**config.mk**
```make
export PLATFORM = sky130hd
export DESIGN_NAME = ep_cmd_sequencer
export DESIGN_NICKNAME = d
export VERILOG_FILES = /design/src/rtl/ep_cmd_sequencer.sv
export SDC_FILE = /design/constraint.sdc
export NUM_CORES = 1
export LEC_CHECK = 0
export ABC_AREA = 1
export BUFFER_PORTS_ARGS = -buffer_cell sky130_fd_sc_hd__clkbuf_2
export CAP_MARGIN = 25
export CORE_ASPECT_RATIO = 1.75
export CORE_UTILIZATION = 55
export CTS_BUF_LIST = sky130_fd_sc_hd__clkbuf_4 sky130_fd_sc_hd__clkbuf_8 sky130_fd_sc_hd__clkbuf_16
export DETAILED_ROUTE_END_ITERATION = 7
export HOLD_SLACK_MARGIN = 0.06
export PLACE_DENSITY = 0.73
export SETUP_SLACK_MARGIN = 0.02
export SLEW_MARGIN = 15
export SYNTH_ARGS = -nofsm -noshare
export SYNTH_HDL_FRONTEND = slang
export SYNTH_SLANG_ARGS = --single-unit
export TNS_END_PERCENT = 30
```
**constraint.sdc**
```tcl
create_clock -name ti_clk -period 7.3 [get_ports ti_clk]
set_clock_uncertainty 0.1 [all_clocks]
set_input_delay 1.46 -clock ti_clk [delete_from_list [all_inputs] [get_ports ti_clk]]
set_output_delay 1.46 -clock ti_clk [all_outputs]
set_load 0.01 [all_outputs]
```
**src/rtl/ep_cmd_sequencer.sv**
```systemverilog
// ep_cmd_sequencer
//   Host-driven command sequencer for the FrontPanel endpoint datapath.
//   A trigger-in pulse captures an opcode and two 16-bit operands. The command
//   runs on one shared arithmetic datapath: ADD, SUB, NOP and ACC take a single
//   EXEC cycle, and MUL is a 16-cycle shift-add. The block then posts a 32-bit
//   result and a status word for the host to poll.
//
// Ports
//   ti_clk      host-interface clock, rising edge
//   reset       asynchronous active-high reset
//   cmd_trig    one-cycle start pulse; cmd_op/op_a/op_b are sampled with it
//   cmd_op      3-bit opcode (0 NOP, 1 ADD, 2 SUB, 3 MUL, 4 ACC, 5..7 illegal)
//   op_a, op_b  16-bit operands
//   cmd_ack     one-cycle pulse; clears the done, overrun and illegal flags
//   result_lo   result[15:0]
//   result_hi   result[31:16]
//   status      {cmd_count[7:0], last_op[3:0], illegal, overrun, done, busy}
//   done_pulse  one-cycle completion pulse
module ep_cmd_sequencer #(
  parameter int CNT_W  = 8,
  parameter bit MUL_EN = 1'b1
) (
  input  logic        ti_clk,
  input  logic        reset,
  input  logic        cmd_trig,
  input  logic [2:0]  cmd_op,
  input  logic [15:0] op_a,
  input  logic [15:0] op_b,
  input  logic        cmd_ack,
  output logic [15:0] result_lo,
  output logic [15:0] result_hi,
  output logic [15:0] status,
  output logic        done_pulse
);

  localparam logic [2:0] OP_NOP = 3'd0;
  localparam logic [2:0] OP_ADD = 3'd1;
  localparam logic [2:0] OP_SUB = 3'd2;
  localparam logic [2:0] OP_MUL = 3'd3;
  localparam logic [2:0] OP_ACC = 3'd4;

  typedef enum logic [1:0] {IDLE, EXEC, MULT, DONE} state_t;

  typedef struct packed {
    logic [2:0]  op;
    logic [15:0] a;
    logic [15:0] b;
  } cmd_t;

  state_t           state_q, state_d;
  cmd_t             cmd_q;
  logic [CNT_W-1:0] cmd_cnt_q;
  logic [3:0]       last_op_q;
  logic [31:0]      res_q;   // staged result, published on the DONE edge
  logic [31:0]      acc_q;
  logic [31:0]      prod_q;
  logic [3:0]       it_cnt_q;
  logic             busy_q, done_q, overrun_q, illegal_q;

  // control strobes decoded from the state
  logic accept, drop, exec, mul_step, mul_last, finish, ill_hit;

  logic        op_illegal;
  logic [16:0] add_sum;
  logic [31:0] acc_sum;
  logic [3:0]  bit_idx;
  logic [31:0] prod_next;
  logic [7:0]  cnt8;

  assign op_illegal = (cmd_q.op > OP_ACC) || ((cmd_q.op == OP_MUL) && !MUL_EN);
  assign add_sum    = {1'b0, cmd_q.a} + {1'b0, cmd_q.b};
  assign acc_sum    = acc_q + {16'h0000, cmd_q.a};

  // The counter is loaded with 15 and counts down, so the operand bit under
  // test runs from 0 up to 15.
  assign bit_idx   = 4'd15 - it_cnt_q;
  assign prod_next = prod_q + (cmd_q.b[bit_idx] ? ({16'h0000, cmd_q.a} << bit_idx) : 32'h0);

  // ---------------- FSM: state register ----------------
  always_ff @(posedge ti_clk or posedge reset) begin
    if (reset) state_q <= IDLE;
    else       state_q <= state_d;
  end

  // ---------------- FSM: next state ----------------
  always_comb begin
    state_d = state_q;
    case (state_q)
      IDLE: if (cmd_trig) state_d = EXEC;
      EXEC: state_d = ((cmd_q.op == OP_MUL) && !op_illegal) ? MULT : DONE;
      MULT: if (it_cnt_q == 4'd0) state_d = DONE;
      DONE: state_d = IDLE;
      default: state_d = IDLE;
    endcase
  end

  // ---------------- FSM: outputs (control strobes) ----------------
  always_comb begin
    accept   = (state_q == IDLE) && cmd_trig;
    drop     = (state_q != IDLE) && cmd_trig;
    exec     = (state_q == EXEC);
    ill_hit  = exec && op_illegal;
    mul_step = (state_q == MULT);
    mul_last = mul_step && (it_cnt_q == 4'd0);
    finish   = (state_q == DONE);
  end

  // ---------------- datapath ----------------
  always_ff @(posedge ti_clk or posedge reset) begin
    if (reset) begin
      cmd_q      <= '0;
      cmd_cnt_q  <= '0;
      last_op_q  <= '0;
      res_q      <= '0;
      acc_q      <= '0;
      prod_q     <= '0;
      it_cnt_q   <= '0;
      result_lo  <= '0;
      result_hi  <= '0;
      done_pulse <= 1'b0;
    end else begin
      done_pulse <= finish;
      if (accept) begin
        cmd_q     <= '{op: cmd_op, a: op_a, b: op_b};
        cmd_cnt_q <= cmd_cnt_q + 1'b1;
        last_op_q <= {1'b0, cmd_op};
      end
      if (exec && !op_illegal) begin
        case (cmd_q.op)
          OP_ADD: res_q <= {15'h0000, add_sum};
          OP_SUB: res_q <= {(cmd_q.a < cmd_q.b) ? 16'hFFFF : 16'h0000, cmd_q.a - cmd_q.b};
          OP_MUL: begin
            prod_q   <= '0;
            it_cnt_q <= 4'd15;
          end
          OP_ACC: begin
            acc_q <= acc_sum;
            res_q <= acc_sum;
          end
          default: ;  // NOP leaves the result untouched
        endcase
      end
      if (mul_step) begin
        prod_q   <= prod_next;
        it_cnt_q <= it_cnt_q - 1'b1;
        if (mul_last) res_q <= prod_next;
      end
      if (finish) begin
        result_lo <= res_q[15:0];
        result_hi <= res_q[31:16];
      end
    end
  end

  // ---------------- host-visible flags ----------------
  // A raised flag takes priority over cmd_ack in the same cycle.
  always_ff @(posedge ti_clk or posedge reset) begin
    if (reset) begin
      busy_q    <= 1'b0;
      done_q    <= 1'b0;
      overrun_q <= 1'b0;
      illegal_q <= 1'b0;
    end else begin
      if (accept)      busy_q <= 1'b1;
      else if (finish) busy_q <= 1'b0;

      if (finish)                 done_q <= 1'b1;
      else if (accept || cmd_ack) done_q <= 1'b0;

      if (drop)         overrun_q <= 1'b1;
      else if (cmd_ack) overrun_q <= 1'b0;

      if (ill_hit)      illegal_q <= 1'b1;
      else if (cmd_ack) illegal_q <= 1'b0;
    end
  end

  // Every status field comes straight from a flop. When CNT_W < 8 the count
  // is zero-extended.
  always_comb begin
    cnt8 = '0;
    cnt8[CNT_W-1:0] = cmd_cnt_q;
    status = {cnt8, last_op_q, illegal_q, overrun_q, done_q, busy_q};
  end

endmodule

```
Word level (Yosys, flattened, before mapping)

Cells that the tools add are included.

$add $sub $neg: 7
Order comparisons: 3
Equality and inequality tests: 9
Shift-type cells: 1
Mux-type cells: 25
Reduce and logical (&&, ||, !) cells: 20

Operators by type and width:

| operator                                             | number |
|---|---|
| 2-to-1 mux 32 bit                                    | 7 |
| case mux 32 bit (3 select lines)                     | 1 |
| adder 32 x 16 -> 32 bit                              | 1 |
| adder 32 bit                                         | 1 |
| left shift 16 x 4 -> 32 bit                          | 1 |
| adder 16 x 16 -> 17 bit                              | 1 |
| < comparator 16 bit                                  | 1 |
| 2-to-1 mux 16 bit                                    | 1 |
| subtractor 16 bit                                    | 1 |
| nonzero test 2 bit                                   | 7 |
| 2-to-1 mux 4 bit                                     | 3 |
| 2-to-1 mux 1 bit                                     | 9 |
| adder 8 x 1 -> 8 bit (second input constant)         | 1 |
| case mux 2 bit (4 select lines)                      | 1 |
| equality test 3 x 2 -> 1 bit (second input constant) | 2 |
| logical AND 1 bit                                    | 6 |
| AND reduction 2 bit                                  | 3 |
| < comparator 4 x 5 -> 1 bit (second input constant)  | 1 |
| binary-select mux 1 bit (select 4 bit)               | 1 |
| equality test 2 bit (second input constant)          | 2 |
| logical NOT 4 bit                                    | 1 |
| 2-to-1 mux 2 bit                                     | 2 |
| subtractor 4 x 1 -> 4 bit (second input constant)    | 1 |
| subtractor 4 bit (first input constant)              | 1 |
| other kinds (9)                                      | 9 |

Register bits after elaboration: 182
Input port bits: 39
Word-level logic and storage cells: 81

Longest topological paths before layout

Gate-level depths: netlist of run 1.

Depth in word-level cells: 7
Gate-level depth with buffers: 26

Least setup slack after synthesis of run 1

Ideal clock, no wire load.

Path type: reg2reg
Start point: register it_cnt_q[0]
End point: register res_q[30]
Setup time: 0.123 ns
Arrival time: 2.897 ns
Path slack: 4.180 ns
Stages on the path, launching flop included: 23
Path buffers: 2
Clock period less this slack: 3.120 ns
Cells stage by stage: dfrtp_1 buf_6 inv_2 a21oi_1 o21ai_1 nand2_1 o21ai_1 a31oi_1 nor2_2 inv_2 buf_6 nand2_1 inv_1 ha_1 a21oi_1 a21boi_0 nor2_1 nor2_1 nor2_1 nor2_1 nand3_1 nand3_1 o21ai_1

Longest elaborated chain between the ends: 7
Elaborated cells between the ends (all ways): 10

RTL lines:

| item                                   | RTL line | source |
|---|---|---|
| start: declaration                     | 57       | `logic [3:0] it_cnt_q;` |
| start signal: assignment               | 145      | `it_cnt_q <= it_cnt_q - 1'b1;` |
| subtractor 4 bit                       | 76       | `assign bit_idx = 4'd15 - it_cnt_q;` |
| binary-select mux 1 bit (select 4 bit) | 77       | `assign prod_next = prod_q + (cmd_q.b[bit_idx] ? ({16'h0000, cmd_q.a} << bit_idx) : 32'h0);` |
| 2-to-1 mux 1 bit (implied by the code) | 77       |  |
| 2-to-1 mux 32 bit                      | 77       |  |
| adder 32 bit                           | 77       |  |
| 2-to-1 mux 32 bit *                    | 146      | `if (mul_last) res_q <= prod_next;` |
| 2-to-1 mux 32 bit *                    | 143      | `if (mul_step) begin` |
| end signal: assignment                 | 131      | `OP_SUB: res_q <= {(cmd_q.a < cmd_q.b) ? 16'hFFFF : 16'h0000, cmd_q.a - cmd_q.b};` |
| end signal: assignment                 | 138      | `res_q <= acc_sum;` |
| end signal: assignment                 | 146      |  |
| end: declaration                       | 54       | `logic [31:0] res_q;` |

Mark *: on every way between the ends. The rest lies on a longest branch, timed or not. The select of a mux whose other input is x is not followed.
A chain may end at the register's enable or synchronous reset.

Worst setup path after layout of run 1

Start point: register it_cnt_q[1]
End point: register res_q[23]

Same word-level chain as after synthesis.

==> flow_summary.json, run 1 <==
{
  "worstPathRequired_ps": 7560,
  "cts-root-buf": "clkbuf_16",
  "ys_ff_latch": 182,
  "end_kind": "flop",
  "hold_class": "reg2reg",
  "syn_to_final_growth_pct": 8.532,
  "cts_resized": 0,
  "fp.dieH_um": 211.8,
  "drt_first_pass_iters": 5,
  "fmax_mhz": 223.6,
  "netlist_area_um2": 13830,
  "pin_count": 88,
  "gp_congestion": 1.085,
  "drc_errors": 0,
  "grt_setup_unrepaired": "no",
  "finalHoldViolCount": 0,
  "finalPower_w": 0.007760,
  "finalCritPeriodShare": 0.6127,
  "place_area_um2": 14380,
  "grt_pass1_vias": 13930,
  "ys_seq_area_frac": 0.3293,
  "reg2reg_depth": 20,
  "ys.flop_type": "dfrtp_1",
  "vias": 14240,
  "setup_tns_ps": 0,
  "fin_crit_ps": 4473,
  "timing.final.ws_setup_ps": 2827,
  "dr.first_iter.drc_count": 1268,
  "drt-total-wl_um": 50690,
  "numCtsBuffers": 17,
  "cts.path.max_buffers": 2,
  "wire_per_inst_um": 21.11,
  "io_buffer_count": 86,
  "p_leak_nw": 7.917,
  "worstPathMaxFanout": 23,
  "drv_slew": 0,
  "finish.net_count": 2205,
  "htreeDepth": 4,
  "drive_above_1_share": 0.09047,
  "initial_core_util": 0.5615,
  "hold_depth": 1,
  "worst_pin_slew_ps": 910.7,
  "outcome": "complete, no violations",
  "grt_usage": 0.4070,
  "r2r_setup_slack_ps": 2830,
  "hold_buffers": 0,
  "setup_viol": 0,
  "cts_setup_buffers": 0,
  "holdPathEnd": "cmd_cnt_q[7]$_DFFE_PP0P_",
  "cp_data_arrival_time_ps": 4730,
  "place_ws_ps": 2964,
  "core_um2": 24630,
  "async_flop_share": 1.000,
  "cts_tree": "done",
  "grt_pass1_wl_um": 77270,
  "avgViaCountPerCell": 5.932,
  "hpwl_um": 39310,
  "holdWs_ps": 377.8,
  "cts.sink_count": 182,
  "ir_worst_vdd_mv": 0.2692,
  "power_density_nw_per_um2": 517.0,
  "r2r_start": "it_cnt_q[1]$_DFFE_PP0P_",
  "start_kind": "flop",
  "min_from": "cmd_cnt_q[7]$_DFFE_PP0P_",
  "netlist_instances": 2033,
  "antenna_found_initial": 1,
  "clk_latency_ps": 460,
  "stdcell_area_um2": 15010,
  "diodes": 0,
  "die_w_um": 121.9,
  "cap_violations": 0,
  "synth_cell_type_count": 51,
  "row_count": 76,
  "maxSlewHeadroom": 0.3914,
  "die-area_um2": 25810,
  "synth.net_count": 2162,
  "grt_max_degree": 127,
  "synth_edf_count": 0,
  "avgSynthCellArea_um2": 6.803,
  "grt-ovfl-total": 0,
  "r2r_end": "res_q[23]$_DFF_PP0_",
  "yosys_warnings": 0,
  "path_class": "reg2reg",
  "clk_pin_slew_ps": 80,
  "detail-route-antenna-nets": 0
}
-- area by class of cell --
class | instances | area [um^2]
clock inverter | 15 | 183.9
timing repair buffer | 97 | 525.5
multi-input combinational | 1548 | 8059
inverter | 230 | 870.8
tap | 312 | 390.4
sequential | 182 | 4554
clock buffer | 17 | 425.4
fill | 2380 | 9619
-- cells in the final DEF, fill, tap and decap left out, drive strengths merged, types with 32 or more instances in the layout --
cell type	count
nor2	152
mux2	32
dfrtp	182
nand4	35
nand3	175
clkbuf	103
a21oi	118
o21ai	148
inv	236
nand2	647
ha	86
-- power breakdown --
part,switching [W],internal [W],leakage (nW),total (W)
sequential,0.000476,0.00141,2.31,0.00189
combinational,0.00336,0.00154,5.32,0.00489
clock,0.000484,0.000492,0.288,0.000976
-- cells in the mapped netlist, types with 5 or more instances --
library cell	number	area share
dfrtp_1	182	0.33
inv_2	8	0.0022
o211ai_1	8	0.0043
clkbuf_1	35	0.0095
inv_1	221	0.060
xor2_1	20	0.013
or2_2	5	0.0023
o22ai_1	16	0.0072
o21bai_1	7	0.0038
nand3_1	173	0.063
a21oi_1	117	0.042
a31oi_1	9	0.0041
buf_4	12	0.0065
a22o_1	9	0.0057
nor3_1	30	0.011
nand4_1	35	0.016
nand3b_1	11	0.0060
ha_1	86	0.078
o21ai_1	7	0.0025
mux2_2	32	0.026
xnor2_1	9	0.0057
nor2_2	5	0.0023
nor2_1	147	0.040
buf_2	18	0.0065
o21ai_0	141	0.051
nand2_1	647	0.18
-- metal layers --
metal	part of all wire	up-vias	track usage
li1	-	6727	-
met1	0.37	6801	0.4479
met2	0.49	530	0.7004
met3	0.057	183	0.06573
met4	0.078	2	0.2908
met5	0.00024	-	0
-- metrics by stage --
stage | cells | utilization
after floorplan | 2033 | -
after global placement | 2368 | 0.5839
after detailed placement | 2368 | 0.5839
after CTS | 2400 | 0.6086
after global routing | 2401 | 0.6094
final | 2401 | 0.6094
-- flip-flops by register name, summed over array words and instances, names as in the netlist --
register and count:
res_q 32, done_q 1, cmd_q 35, busy_q 1, overrun_q 1, prod_q 32, it_cnt_q 4, result_hi 16
cmd_cnt_q 8, result_lo 16, acc_q 32, state_q 2, illegal_q 1, done_pulse 1
-- worst max-delay path, cell delays in order (launching register included) --
cell and delay (ps):
dfrtp_1 790, inv_1 530, a21oi_1 230, o21ai_0 110
nand2_1 110, nand3_2 120, nand2_1 220, nor2_2 100
inv_2 210, nand2_1 160, inv_1 90, ha_1 270
a21oi_1 250, o21ai_0 180, a21oi_1 210, nand2_1 160
nand3_1 110, nand2_1 60, or2_1 220, nand3_1 70
nand2_1 50
-- kinds of logic (layout without fill, tap and decap cells) --
logic type	count (synthesis)	after routing	share of synthesized area
fa+ha+maj	90	90	0.08360
compound gates	330	330	0.1312
flops	182	182	0.3293
simple gates	1066	1066	0.3224
buf+inv	303	359	0.08884
other cells	1	1	0.0002712
mux	32	32	0.02606
xor+xnor	29	29	0.01837
-- worst max-delay path by stage --
stage | start | end | slack, ps | cells after the start
after global routing | it_cnt_q[0]$_DFFE_PP0P_ | res_q[22]$_DFF_PP0_ | 2460 | 20
final | it_cnt_q[1]$_DFFE_PP0P_ | res_q[23]$_DFF_PP0_ | 2830 | 20
after global placement | it_cnt_q[1]$_DFFE_PP0P_ | res_q[23]$_DFF_PP0_ | 3050 | 20
after CTS | it_cnt_q[1]$_DFFE_PP0P_ | res_q[23]$_DFF_PP0_ | 2950 | 20
after floorplan | reset | acc_q[0]$_DFFE_PP0P_ | 800 | 1
after detailed placement | it_cnt_q[1]$_DFFE_PP0P_ | res_q[23]$_DFF_PP0_ | 2960 | 20
(Power assumes the default switching activity.)
==> run 2: changes to the inputs <==
--- a/config.mk
+++ b/config.mk
@@ -5,7 +5,7 @@
 export SDC_FILE = /design/constraint.sdc
 export NUM_CORES = 1
 export LEC_CHECK = 0
-export ABC_AREA = 1
+export ABC_AREA = 0
 export BUFFER_PORTS_ARGS = -buffer_cell sky130_fd_sc_hd__clkbuf_2
 export CAP_MARGIN = 25
 export CORE_ASPECT_RATIO = 1.75
@@ -13,7 +13,7 @@
 export CTS_BUF_LIST = sky130_fd_sc_hd__clkbuf_4 sky130_fd_sc_hd__clkbuf_8 sky130_fd_sc_hd__clkbuf_16
 export DETAILED_ROUTE_END_ITERATION = 7
 export HOLD_SLACK_MARGIN = 0.06
-export PLACE_DENSITY = 0.73
+export PLACE_DENSITY = 0.74
 export SETUP_SLACK_MARGIN = 0.02
 export SLEW_MARGIN = 15
 export SYNTH_ARGS = -nofsm -noshare
==> constraint.sdc (replaced) <==
create_clock -name ti_clk -period 4.7 [get_ports ti_clk]
set_clock_uncertainty 0.1 [all_clocks]
set_input_delay 0.94 -clock ti_clk [delete_from_list [all_inputs] [get_ports ti_clk]]
set_output_delay 0.94 -clock ti_clk [all_outputs]
set_load 0.01 [all_outputs]
==> run 2 against run 1 <==
Against the previous run:
- first-iteration DRC count shrank 37%
- total power grew 60%
- sequential share of layout area is 1.7 points higher
- count of clock-buffer cells in the layout grew 1
- cell count is 26% lower
- global-route usage decreased by 5.6 points
- wire length is 20% lower
- maximum frequency increased by 2.2%
- via count decreased by 21%
- clock power rose by 59%
- die area decreased by 6.8%
- worst hold slack better by 6.4 ps
==> flow_summary.json, run 2 <==
{
  "dr.first_iter.drc_count": 800,
  "cts_setup_buffers": 0,
  "core_um2": 22830,
  "grt_max_degree": 97,
  "gp_congestion": 1.021,
  "die_w_um": 117.6,
  "drv_slew": 0,
  "vias": 11280,
  "most-common-layout-cells": "182 x dfrtp_1, 127 x nand2_1, 102 x o21ai_0",
  "drt_first_pass_iters": 6,
  "grt_pass1_wl_um": 63540,
  "worstPathRequired_ps": 4940,
  "setup_tns_ps": 0,
  "fmax_mhz": 228.6,
  "clk_pin_slew_ps": 70,
  "start_kind": "flop",
  "cts_resized": 0,
  "cap_violations": 0,
  "drive_above_1_share": 0.1679,
  "clk_latency_ps": 460,
  "avgSynthCellArea_um2": 9.091,
  "antenna_found_initial": 0,
  "end_kind": "flop",
  "synth.net_count": 1545,
  "largest_reg_flops": 35,
  "finish.net_count": 1594,
  "hold_depth": 2,
  "ir_worst_vdd_mv": 0.5069,
  "fin_util": 0.6216,
  "ys.flop_type": "dfrtp_1",
  "grt-ovfl-total": 0,
  "cts_tree": "done",
  "drc_errors": 0,
  "yosys_warnings": 0,
  "die-area_um2": 24040,
  "cp_num_cells": 14,
  "numCtsBuffers": 17,
  "path_cells": "buf_4 > mux4_2 > a21oi_1 > a211oi_1 > ha_1 > nand3_1 > nor2_1 > nand2_1 > a21oi_1 > o21ai_1 > a21o_1 > a311oi_1 > buf_4 > o22ai_1",
  "htreeDepth": 4,
  "reg2reg_depth": 14,
  "critPathTopFamily": "compound AO/OA/AOI/OAI gates",
  "cp_data_arrival_time_ps": 4610,
  "ys_top_cells_by_area": "dfrtp_1 35%, ha_1 8.4%, mux2_2 4.6%",
  "avgViaCountPerCell": 6.345,
  "path_class": "reg2reg",
  "cts.sink_count": 182,
  "worst_pin_slew_ps": 904.3,
  "power_density_nw_per_um2": 872.9,
  "wire_per_inst_um": 22.82,
  "fin_crit_ps": 4375,
  "syn_to_final_growth_pct": 10.27,
  "fp.dieH_um": 204.4,
  "diodes": 0,
  "finalHoldViolCount": 0,
  "drt-total-wl_um": 40560,
  "worst_path_max_delay_cell": "mux4_2",
  "yosysTopAreaCell": "dfrtp_1",
  "yosys-top-cells-count": "182 x dfrtp_1, 127 x nand2_1, 103 x o21ai_0, 102 x nor2_1, 96 x a21oi_1",
  "grt_setup_unrepaired": "no",
  "io_buffer_count": 86,
  "hpwl_um": 30900,
  "netlist_area_um2": 12870,
  "setup_viol": 0,
  "max_stage_delay_ps": 560,
  "ys_seq_area_frac": 0.3538,
  "top_register": "cmd_q",
  "synth_edf_count": 0,
  "p_leak_nw": 6.616,
  "holdWs_ps": 384.2,
  "initial_core_util": 0.5637,
  "synth_cell_type_count": 86,
  "yosysMostFrequentCell": "dfrtp_1",
  "outcome": "complete, no violations",
  "detail-route-antenna-nets": 0,
  "timing.final.ws_setup_ps": 324.8,
  "worstPathMaxFanout": 21,
  "pin_count": 88,
  "row_count": 73,
  "hold_buffers": 0,
  "finalCritPeriodShare": 0.9309,
  "ys_ff_latch": 182,
  "hold_class": "reg2reg",
  "cts-root-buf": "clkbuf_16",
  "layout_commonest_cell": "dfrtp_1",
  "grt_pass1_vias": 11360,
  "place_ws_ps": 222.4,
  "netlist_instances": 1416,
  "async_flop_share": 1.000,
  "synth_top_area_share": 0.3538,
  "grt_usage": 0.3506,
  "cts.path.max_buffers": 2,
  "maxSlewHeadroom": 0.3965,
  "critPathBufInv": 2
}
[run 2: cell types whose count changed in the layout (fill, tap and decap cells not counted), moves of 16 or more]
cell and change:
nand2_1 -520, inv_1 -161, nand3_1 -150, nor2_1 -46
xnor2_1 +42, o21ai_0 -39, a21o_1 +32, nand4_1 -25
a211oi_1 +24, buf_4 +24, a21oi_1 -22, mux2_2 +21
mux2i_1 +16
[run 2: final cells by class]
class,instances,area (um^2)
fill,1995,8640
multi-input combinational,1079,7694
sequential,182,4554
timing repair buffer,121,705.7
clock buffer,18,432.9
tap,300,375.4
inverter,64,244.0
clock inverter,13,188.9
[run 2: kinds of logic after synthesis]
logic type      count (synthesis)  synth area share
compound gates                442            0.2331
simple gates                  387            0.1416
flops                         182            0.3538
buf+inv                       155           0.04957
fa+ha+maj                      90           0.08981
mux                            80           0.07805
xor+xnor                       79           0.05375
other cells                     1         0.0002913
[run 2: path summary, 6_finish.rpt]
kind	start	to	slack, ps
min in group asynchronous	reset	acc_q[26]$_DFFE_PP0P_	490
hold / removal	acc_q[9]$_DFFE_PP0P_	acc_q[9]$_DFFE_PP0P_	380
max in group asynchronous	reset	res_q[11]$_DFF_PP0_	2840
setup / recovery	it_cnt_q[0]$_DFFE_PP0P_	res_q[28]$_DFF_PP0_	320
setup reg to reg	it_cnt_q[0]$_DFFE_PP0P_	res_q[28]$_DFF_PP0_	320
hold reg to reg	acc_q[9]$_DFFE_PP0P_	acc_q[9]$_DFFE_PP0P_	380
[run 2: worst min-delay path, stage by stage (launching register included)]
cell and delay, ps:
dfrtp_1 350, nand2_1 40, o21ai_0 60
[run 2: through the flow]
step | cell area [um^2] | instances | total power [W]
after floorplan | 12880 | 1416 | 0.008273
after CTS | 14190 | 1776 | 0.01226
after detailed placement | 13560 | 1745 | 0.01065
after global routing | 14190 | 1777 | 0.01317
after global placement | 13560 | 1745 | 0.01056
final | 14190 | 1777 | 0.01239
[run 2: power breakdown]
part	switching, W	total [W]	internal, W
sequential	0.000755	0.00296	0.00221
clock	0.000690	0.00155	0.000862
combinational	0.00478	0.00788	0.00310
total	0.00622	0.0124	0.00617
[run 2: routing by layer]
layer  vias to the layer above  part of all wire  track usage
li1                       5243                 -            -
met1                      5426              0.36       0.3701
met2                       439              0.50       0.6038
met3                       167             0.040      0.04241
met4                         0             0.099       0.3320
met5                         -                 0            0
==> run 3: changes to the inputs <==
--- a/config.mk
+++ b/config.mk
@@ -9,6 +9,7 @@
 export BUFFER_PORTS_ARGS = -buffer_cell sky130_fd_sc_hd__clkbuf_2
 export CAP_MARGIN = 25
 export CORE_ASPECT_RATIO = 1.75
+export CORE_MARGIN = 1.5
 export CORE_UTILIZATION = 55
 export CTS_BUF_LIST = sky130_fd_sc_hd__clkbuf_4 sky130_fd_sc_hd__clkbuf_8 sky130_fd_sc_hd__clkbuf_16
 export DETAILED_ROUTE_END_ITERATION = 7
==> run 3 against run 2 <==
Against the previous run:
- first-iteration DRC count increased by 14%
- register-to-register slack gained 20 ps
- non-clock buffer count fell by 2
- critical path depth increased by 1
- global-route usage fell by 0.78 points
- largest power group unchanged
- die area rose by 1.3%
- setup slack gained 23 ps
- total power fell by 0.54%
- final area is 0.29% lower
- maximum frequency up 0.52%
- flip-flop and latch count did not move
- via count down 0.33%
==> flow_summary.json, run 3 (synthesis gave the netlist of run 2 again) <==
{
  "drt-total-wl_um": 40340,
  "worstPathMaxFanout": 19,
  "gp_congestion": 1.037,
  "multi_input_area_um2": 7694,
  "fp.dieH_um": 205.4,
  "hpwl_um": 30700,
  "finish.net_count": 1592,
  "cts-root-buf": "clkbuf_16",
  "grt_pass1_wl_um": 63220,
  "fmax_mhz": 229.7,
  "setup_viol": 0,
  "cts.path.max_buffers": 2,
  "core_um2": 22830,
  "grt-ovfl-total": 0,
  "hold_buffers": 0,
  "finalCritPeriodShare": 0.9261,
  "cts_setup_buffers": 0,
  "wire_per_inst_um": 22.72,
  "drt_first_pass_iters": 6,
  "io_buffer_count": 86,
  "holdWs_ps": 374.5,
  "numCtsBuffers": 17,
  "cap_violations": 0,
  "worstPathRequired_ps": 4950,
  "power_density_nw_per_um2": 870.7,
  "drv_slew": 0,
  "drc_errors": 0,
  "r2r_end": "prod_q[26]$_DFFE_PP0P_",
  "final.fill_count": 2021,
  "drive_above_1_share": 0.1667,
  "r2r_start": "it_cnt_q[0]$_DFFE_PP0P_",
  "grt_setup_unrepaired": "no",
  "layout_commonest_cell": "dfrtp_1",
  "hold_class": "reg2reg",
  "worst_pin_slew_ps": 1053,
  "syn_to_final_growth_pct": 9.954,
  "row_count": 73,
  "finalHoldViolCount": 0,
  "clk_latency_ps": 460,
  "initial_core_util": 0.5637,
  "detail-route-antenna-nets": 0,
  "htreeDepth": 4,
  "reg2reg_depth": 15,
  "hold_depth": 1,
  "antenna_found_initial": 0,
  "stdcell_count": 1776,
  "regArea_um2": 4554,
  "pin_count": 88,
  "cp_data_arrival_time_ps": 4610,
  "holdPathEnd": "cmd_cnt_q[7]$_DFFE_PP0P_",
  "start_kind": "flop",
  "setup_tns_ps": 0,
  "most-common-layout-cells": "182 x dfrtp_1, 127 x nand2_1, 103 x o21ai_0",
  "path_class": "reg2reg",
  "maxSlewHeadroom": 0.2959,
  "die_w_um": 118.6,
  "min_from": "cmd_cnt_q[7]$_DFFE_PP0P_",
  "end_kind": "flop",
  "outcome": "complete, no violations",
  "avgViaCountPerCell": 6.328,
  "ir_worst_vdd_mv": 0.4677,
  "largest_reg_flops": 35,
  "grt_usage": 0.3427,
  "dr.first_iter.drc_count": 910,
  "fin_crit_ps": 4353,
  "r2r_setup_slack_ps": 350,
  "cts.sink_count": 182,
  "top_register": "cmd_q",
  "dp.cells": 1742,
  "vias": 11240,
  "cts_resized": 0,
  "die-area_um2": 24370,
  "grt_pass1_vias": 11440,
  "grt_max_degree": 183,
  "p_leak_nw": 6.581,
  "diodes": 0,
  "cts_tree": "done",
  "clk_pin_slew_ps": 80
}
-- run 3: per-stage QoR --
step,utilization,cell area [um^2],power (W),worst slack (ps)
CTS,0.6193,14140,0.01221,289.1
detailed placement,0.5936,13550,0.01071,296.5
floorplan,-,12880,0.008273,595.0
global placement,0.5936,13550,0.01059,379.8
global route,0.6198,14150,0.01312,62.31
finish,0.6198,14150,0.01232,347.4
-- run 3: area by class of cell --
cell class / count / area share
clock inverters: 13 / 0.009459
clock buffers: 19 / 0.03200
flip-flops and latches: 182 / 0.3218
well taps: 300 / 0.02652
inverters: 64 / 0.01724
multi-input cells: 1079 / 0.5436
repair buffers: 119 / 0.04942
-- run 3: how the worst max path moves through the flow --
stage                             from                     end  slack [ps]
3_3_place_gp   it_cnt_q[0]$_DFFE_PP0P_     res_q[29]$_DFF_PP0_         380
5_1_grt        it_cnt_q[0]$_DFFE_PP0P_     res_q[29]$_DFF_PP0_          60
2_1_floorplan  it_cnt_q[0]$_DFFE_PP0P_  prod_q[26]$_DFFE_PP0P_         590
3_5_place_dp   it_cnt_q[0]$_DFFE_PP0P_     res_q[29]$_DFF_PP0_         300
4_1_cts        it_cnt_q[0]$_DFFE_PP0P_     res_q[29]$_DFF_PP0_         290
6_report       it_cnt_q[0]$_DFFE_PP0P_  prod_q[26]$_DFFE_PP0P_         350
-- run 3: power by group --
| part | leakage (nW) | switching, W | internal, W | total [W] |
|---|---|---|---|---|
| Combinational | 4.02 | 0.00481 | 0.00312 | 0.00793 |
| Clock | 0.282 | 0.000713 | 0.000731 | 0.00144 |
| Sequential | 2.28 | 0.000741 | 0.00221 | 0.00295 |
-- run 3: worst max-delay path, cell delays in order (launching register included) --
cell and delay (ps):
dfrtp_1 540, buf_4 340, mux4_2 560, mux2i_1 200
nor2_1 60, a31oi_1 280, nor2_1 110, ha_1 360
inv_1 90, o21ai_1 70, a21o_1 220, a221oi_4 370
o21ai_1 120, a41o_1 260, or3_1 310, a32o_1 260
-- run 3: layer usage --
layer  vias to the layer above  GRT usage  routed length (um)
li1                       5238          -                   -
met1                      5462     0.3587               14540
met2                       376     0.5963               20500
met3                       162    0.04656                1350
met4                         0     0.3094                3952
met5                         -          0                   0
